==> config.mk <==
export PLATFORM = sky130hd
export DESIGN_NAME = serial_add_ctrl_flat
export DESIGN_NICKNAME = d
export VERILOG_FILES = /design/src/rtl/serial_add_ctrl_if.sv /design/src/rtl/serial_add_ctrl.sv /design/src/flat_wrapper.sv
export SDC_FILE = /design/constraint.sdc
export NUM_CORES = 1
export LEC_CHECK = 0
export BUFFER_PORTS_ARGS = -buffer_cell sky130_fd_sc_hd__buf_2
export CAP_MARGIN = 10
export CORE_MARGIN = 2
export CORE_UTILIZATION = 55
export CTS_BUF_LIST = sky130_fd_sc_hd__clkbuf_8
export DETAILED_ROUTE_END_ITERATION = 8
export HOLD_SLACK_MARGIN = 0.12
export PLACE_DENSITY = 0.9
export SLEW_MARGIN = 20
export SYNTH_ARGS = -nofsm -noshare
export SYNTH_HDL_FRONTEND = slang
export SYNTH_SLANG_ARGS = --single-unit
export TNS_END_PERCENT = 100
==> constraint.sdc <==
create_clock -name clk -period 1.55 [get_ports clk]
set_input_delay 0.3875 -clock clk [delete_from_list [all_inputs] [get_ports clk]]
set_output_delay 0.3875 -clock clk [all_outputs]
set_load 0.005 [all_outputs]
==> src/rtl/serial_add_ctrl_if.sv <==
// Handshake and fulladder bus of the bit-serial add/subtract sequencer.
// The slave side is the sequencer; the master side is the CPU control unit together with the fulladder.
interface serial_add_ctrl_if #(parameter int WIDTH = 10);
  logic             start;
  logic             op;
  logic [WIDTH-1:0] a;
  logic [WIDTH-1:0] b;
  logic             ready;
  logic             busy;
  logic             done;
  logic [WIDTH-1:0] result;
  logic             cout;
  logic             overflow;
  logic             fa_a;
  logic             fa_b;
  logic             fa_cin;
  logic             fa_sum;
  logic             fa_cout;

  modport slave (
    input  start, op, a, b, fa_sum, fa_cout,
    output ready, busy, done, result, cout, overflow, fa_a, fa_b, fa_cin
  );

  modport master (
    output start, op, a, b, fa_sum, fa_cout,
    input  ready, busy, done, result, cout, overflow, fa_a, fa_b, fa_cin
  );
endinterface

==> src/rtl/serial_add_ctrl.sv <==
// Bit-serial add/subtract sequencer: streams operand bits LSB-first through an external fulladder,
// keeps the carry in a flop and assembles the result over WIDTH cycles.
module serial_add_ctrl #(
  parameter int WIDTH = 10
) (
  input  logic              clk,
  input  logic              rst_n,
  serial_add_ctrl_if.slave  bus
);
  localparam int CW = $clog2(WIDTH);

  typedef enum logic [1:0] {S_IDLE = 2'd0, S_RUN = 2'd1, S_DONE = 2'd2} state_t;

  state_t           state_q, state_d;
  logic [WIDTH-1:0] a_sh_q, b_sh_q, result_q;
  logic [CW-1:0]    cnt_q;
  logic             carry_q, cout_q, ovf_q;
  logic             accept, last_bit;
  logic             ready_o, busy_o, done_o, fa_a_o, fa_b_o, fa_cin_o;

  assign accept   = (state_q == S_IDLE) && bus.start;
  assign last_bit = (state_q == S_RUN) && (cnt_q == CW'(WIDTH - 1));

  always_ff @(posedge clk or negedge rst_n) begin
    if (!rst_n) state_q <= S_IDLE;
    else        state_q <= state_d;
  end

  always_comb begin
    state_d = state_q;
    case (state_q)
      S_IDLE:  if (bus.start) state_d = S_RUN;
      S_RUN:   if (last_bit)  state_d = S_DONE;
      S_DONE:  state_d = S_IDLE;
      default: state_d = S_IDLE;
    endcase
  end

  // Fulladder inputs are forced low outside RUN so the shared adder sees quiet lines.
  always_comb begin
    ready_o  = 1'b0;
    busy_o   = 1'b0;
    done_o   = 1'b0;
    fa_a_o   = 1'b0;
    fa_b_o   = 1'b0;
    fa_cin_o = 1'b0;
    case (state_q)
      S_IDLE: ready_o = 1'b1;
      S_RUN: begin
        busy_o   = 1'b1;
        fa_a_o   = a_sh_q[0];
        fa_b_o   = b_sh_q[0];
        fa_cin_o = carry_q;
      end
      S_DONE:  done_o = 1'b1;
      default: ;
    endcase
  end

  // Subtraction is a + ~b + 1: B is inverted on accept and the carry seeded with 1.
  always_ff @(posedge clk or negedge rst_n) begin
    if (!rst_n) begin
      a_sh_q   <= '0;
      b_sh_q   <= '0;
      result_q <= '0;
      cnt_q    <= '0;
      carry_q  <= 1'b0;
      cout_q   <= 1'b0;
      ovf_q    <= 1'b0;
    end else if (accept) begin
      a_sh_q  <= bus.a;
      b_sh_q  <= bus.op ? ~bus.b : bus.b;
      carry_q <= bus.op;
      cnt_q   <= '0;
    end else if (state_q == S_RUN) begin
      result_q <= {bus.fa_sum, result_q[WIDTH-1:1]};
      a_sh_q   <= a_sh_q >> 1;
      b_sh_q   <= b_sh_q >> 1;
      carry_q  <= bus.fa_cout;
      cnt_q    <= cnt_q + 1'b1;
      if (last_bit) begin
        cout_q <= bus.fa_cout;
        ovf_q  <= carry_q ^ bus.fa_cout;
      end
    end
  end

  assign bus.ready    = ready_o;
  assign bus.busy     = busy_o;
  assign bus.done     = done_o;
  assign bus.fa_a     = fa_a_o;
  assign bus.fa_b     = fa_b_o;
  assign bus.fa_cin   = fa_cin_o;
  assign bus.result   = result_q;
  assign bus.cout     = cout_q;
  assign bus.overflow = ovf_q;
endmodule

==> src/flat_wrapper.sv <==
// flat-port wrapper written by rule: the top's interface ports become plain ports
module serial_add_ctrl_flat 
#(
  parameter int WIDTH = 10
)
  (clk, rst_n, bus_start, bus_op, bus_a, bus_b, bus_fa_sum, bus_fa_cout, bus_ready, bus_busy, bus_done, bus_result, bus_cout, bus_overflow, bus_fa_a, bus_fa_b, bus_fa_cin);
  serial_add_ctrl_if #(.WIDTH(WIDTH)) bus_i ();
  input  logic clk;
  input  logic rst_n;
  input wire logic [$bits(bus_i.start)-1:0] bus_start;
  input wire logic [$bits(bus_i.op)-1:0] bus_op;
  input wire logic [$bits(bus_i.a)-1:0] bus_a;
  input wire logic [$bits(bus_i.b)-1:0] bus_b;
  input wire logic [$bits(bus_i.fa_sum)-1:0] bus_fa_sum;
  input wire logic [$bits(bus_i.fa_cout)-1:0] bus_fa_cout;
  output wire logic [$bits(bus_i.ready)-1:0] bus_ready;
  output wire logic [$bits(bus_i.busy)-1:0] bus_busy;
  output wire logic [$bits(bus_i.done)-1:0] bus_done;
  output wire logic [$bits(bus_i.result)-1:0] bus_result;
  output wire logic [$bits(bus_i.cout)-1:0] bus_cout;
  output wire logic [$bits(bus_i.overflow)-1:0] bus_overflow;
  output wire logic [$bits(bus_i.fa_a)-1:0] bus_fa_a;
  output wire logic [$bits(bus_i.fa_b)-1:0] bus_fa_b;
  output wire logic [$bits(bus_i.fa_cin)-1:0] bus_fa_cin;
  assign bus_i.start = bus_start;
  assign bus_i.op = bus_op;
  assign bus_i.a = bus_a;
  assign bus_i.b = bus_b;
  assign bus_i.fa_sum = bus_fa_sum;
  assign bus_i.fa_cout = bus_fa_cout;
  assign bus_ready = bus_i.ready;
  assign bus_busy = bus_i.busy;
  assign bus_done = bus_i.done;
  assign bus_result = bus_i.result;
  assign bus_cout = bus_i.cout;
  assign bus_overflow = bus_i.overflow;
  assign bus_fa_a = bus_i.fa_a;
  assign bus_fa_b = bus_i.fa_b;
  assign bus_fa_cin = bus_i.fa_cin;
  serial_add_ctrl #(.WIDTH(WIDTH)) u_core (.clk(clk), .rst_n(rst_n), .bus(bus_i));
endmodule
==> results.md <==
* Outcome: completed
* Ys flop type: dfrtp_1
* Vias in the first global route at approximately 1,400
* Final hold violation count at 0
* Internal at approximately 2800 uW
* Max Clock Skew at around 0.0055 ns
* Maximum clock rate at 651 MHz
* Share of layout cells above drive strength 1 at 30.5%
* Crit Reg-Reg Endpoint: u_core.cnt_q[3]
* Fraction of registers with async set/reset at 100%
* Switching power at 1450 uW
* R2r setup slk at approximately 0.09 ns
* Die extent in y at between 60 and 70 um
* Die Wd at around 61 um
* Most numerous cell in the Yosys netlist: nand2_1
* Path depth of the worst reg2reg path at 5
* WL/cell at about 13 um
* Final setup violation count at 0
* CP Class: register to output port
* Post-DP Area at about 2100 sq um
* Final period utilization at between 90 and 100%
* Worst skew pair latency at about 0.29 ns
* Hold-fix buffers, CTS at 0
* Syn avg cell area at slightly below 10 sq um
* RePlAce Congestion at 0.748
* Via count at about 1,400
* I/O pin count at 44
* Initial Utilization at 58.6%
* Antenna-violating nets left at 0
* Peak supply drop at 0.00104 V
* Register area share after synthesis at 54.1%
* Initial DRT Pass Iterations at 4
* Power per cell area at ~1900 nW/um^2
* Synth top cells by count: 66 x nand2_1, 39 x dfrtp_1, 14 x o21ai_0
* TritonCTS Buffers at 5
* Area leader, netlist: dfrtp_1
* Clock-pin slew on the worst setup and hold paths at around 0.07 ns
* Max-cap violations at 0
* Design Area, Final at 2260 sq um
* Synth Net Count at 210
* Post-Route WL at about 3500 um
* Clock share of power at between 20% and 30%
* First-pass GRT wire length at 5930 um
* Sequential share of power at between 40% and 50%
* CTS Sinks at 39
* Port Buf Inserts at 43
* CTS Buffer Depth at 2
* Minimum clock period at between 1.5 and 2 ns
* Unique cell type count in the Yosys netlist at 26
* Core area at approximately 3000 sq um
* Nets at 260
* # diodes at 0
* Largest net degree at the start of global routing at 40
* Crit. End Element: output port
* Net Sw Frac at between 30% and 40%
* Number of synthesized register bits at 39
* Comb power frac at approximately two fifths
* RSZ-0062 raised after global routing: true
* DP HPWL at between 2000 and 2500 um
* Total grt overflow at 0
* TNS Setup at 0 ns
* Top post-synthesis cells by area: dfrtp_1 54%, nand2_1 14%, xor2_1 5.8%
* Initial antenna violation count at 0
* Crit path max fanout at 7
* Rel. slew slack at a little under half
* Arr. time, crit path at between 1 and 1.5 ns
* Worst hold path type: input port to async pin
* Placement Rows at 20
* Reg-to-reg startpoint: u_core.state_q[1]
* Area of the mapped netlist at approximately 1800 sq um
* GRT Overall Usage at between 20% and 30%
* Synth warnings at 0
* Full die area at between 3000 and 4000 sq um
* Static Leakage at 0.00116 uW
* DRC at 0
* CTS tree: done
* Cells after Synth at roughly 180
* H-tree depth at 2
* Synth top area share at a little over half
* Slew @ Worst Pin at a little over 0.8 ns
* Initial drt markers at between 90 and 100
* Data required, critical path at roughly 1.2 ns
* Vias per inst at about 5
* Post-synth EDFFs at 0
* Startpoint Class: register
* Slew Limit Fails at 0
* Clock root buffer: clkbuf_8
* Area growth syn-to-layout at 25.5%
[power by group through the flow]
stage / clock network (uW) / registers [uW] / logic (uW)
2_1_floorplan: 0 / 1700 / 1010
3_3_place_gp: 0 / 1730 / 1410
3_5_place_dp: 0 / 1740 / 1480
4_1_cts: 895 / 1740 / 1580
5_1_grt: 942 / 1800 / 1860
6_report: 866 / 1740 / 1630
[through the flow]
step	std cells	worst slack [ns]	total power, uW	hold slack [ns]	util, %
2_1_floorplan	182	0.125	2710	0.0919	-
3_3_place_gp	267	0.149	3140	0.450	67.6
3_5_place_dp	267	0.110	3220	0.463	67.6
4_1_cts	277	-0.00176	4210	0.139	72.8
5_1_grt	277	-0.0466	4600	0.167	73.5
6_report	277	0.0127	4230	0.134	73.5
[cell families (layout without fill, tap and decap cells)]
| family | Yosys count | count (layout) | share of synthesized area (%) |
|---|---|---|---|
| flops | 39 | 39 | 54.1 |
| simple gates | 79 | 79 | 18.9 |
| buf+inv | 12 | 63 | 4.44 |
| compound gates | 27 | 27 | 9.09 |
| fa+ha+maj | 2 | 2 | 1.39 |
| mux | 11 | 11 | 6.25 |
| xor+xnor | 12 | 12 | 5.83 |
[worst max-delay path, cell delays in order, from the launching register on]
cell      delay (ns)
dfrtp_1         0.39
nand2b_4        0.17
inv_6           0.08
and2_4          0.14
buf_6           0.08
[worst max-delay path by stage]
| stage | from | to |
|---|---|---|
| 6_report | u_core.state_q[1] | bus_fa_a |
| 2_1_floorplan | u_core.state_q[1] | bus_fa_a |
| 3_3_place_gp | u_core.state_q[1] | u_core.cnt_q[3] |
| 5_1_grt | u_core.state_q[1] | bus_fa_a |
| 4_1_cts | u_core.state_q[1] | bus_fa_b |
| 3_5_place_dp | u_core.state_q[1] | u_core.cnt_q[3] |
[repair_timing]
action / 4_1_cts / 5_1_grt
gates resized for setup: 6 / 6
setup buffers: 2 / 0
pin swaps: 1 / 0
endpoints found under the setup margin: 4 / 5
[state kept, by name, indices dropped and copies added (netlist names)]
signal,cells
u_core.a_sh_q,10
u_core.carry_q,1
u_core.bus.overflow,1
u_core.cnt_q,4
u_core.bus.result,10
u_core.bus.cout,1
u_core.b_sh_q,10
u_core.state_q,2
[cell type report]
class	count	area, sq um
Clock buffer	6	82.6
Clock inverter	2	35.0
Fill cell	248	816
Inverter	2	12.5
Multi-Input combinational cell	131	768
Sequential cell	39	977
Tap cell	44	55.1
Timing Repair Buffer	53	332
[per-layer routing]
| metal | part of all wire, % | global-route usage (%) | wire length (um) | vias up |
|---|---|---|---|---|
| met4 | 0.92 | 6.52 | 32 | 0 |
| met5 | 0 | 0 | 0 | - |
| met1 | 45 | 27.6 | 1560 | 652 |
| met2 | 49 | 36.2 | 1700 | 40 |
| met3 | 5.2 | 7.14 | 181 | 3 |
| li1 | - | - | - | 692 |
[cell usage in the layout (no fill, tap or decap), types with 3 or more instances in the layout]
cell type  netlist  final
buf_2            5     39
xor2_1          12     12
and2_4           0      3
nand2_1         66     66
a22oi_1         10     10
clkbuf_8         0      6
buf_6            3      5
buf_4            1      8
o21ai_0         14     14
dfrtp_1         39     38
mux2i_1          9      9
Power figures use the tool's default switching activity.
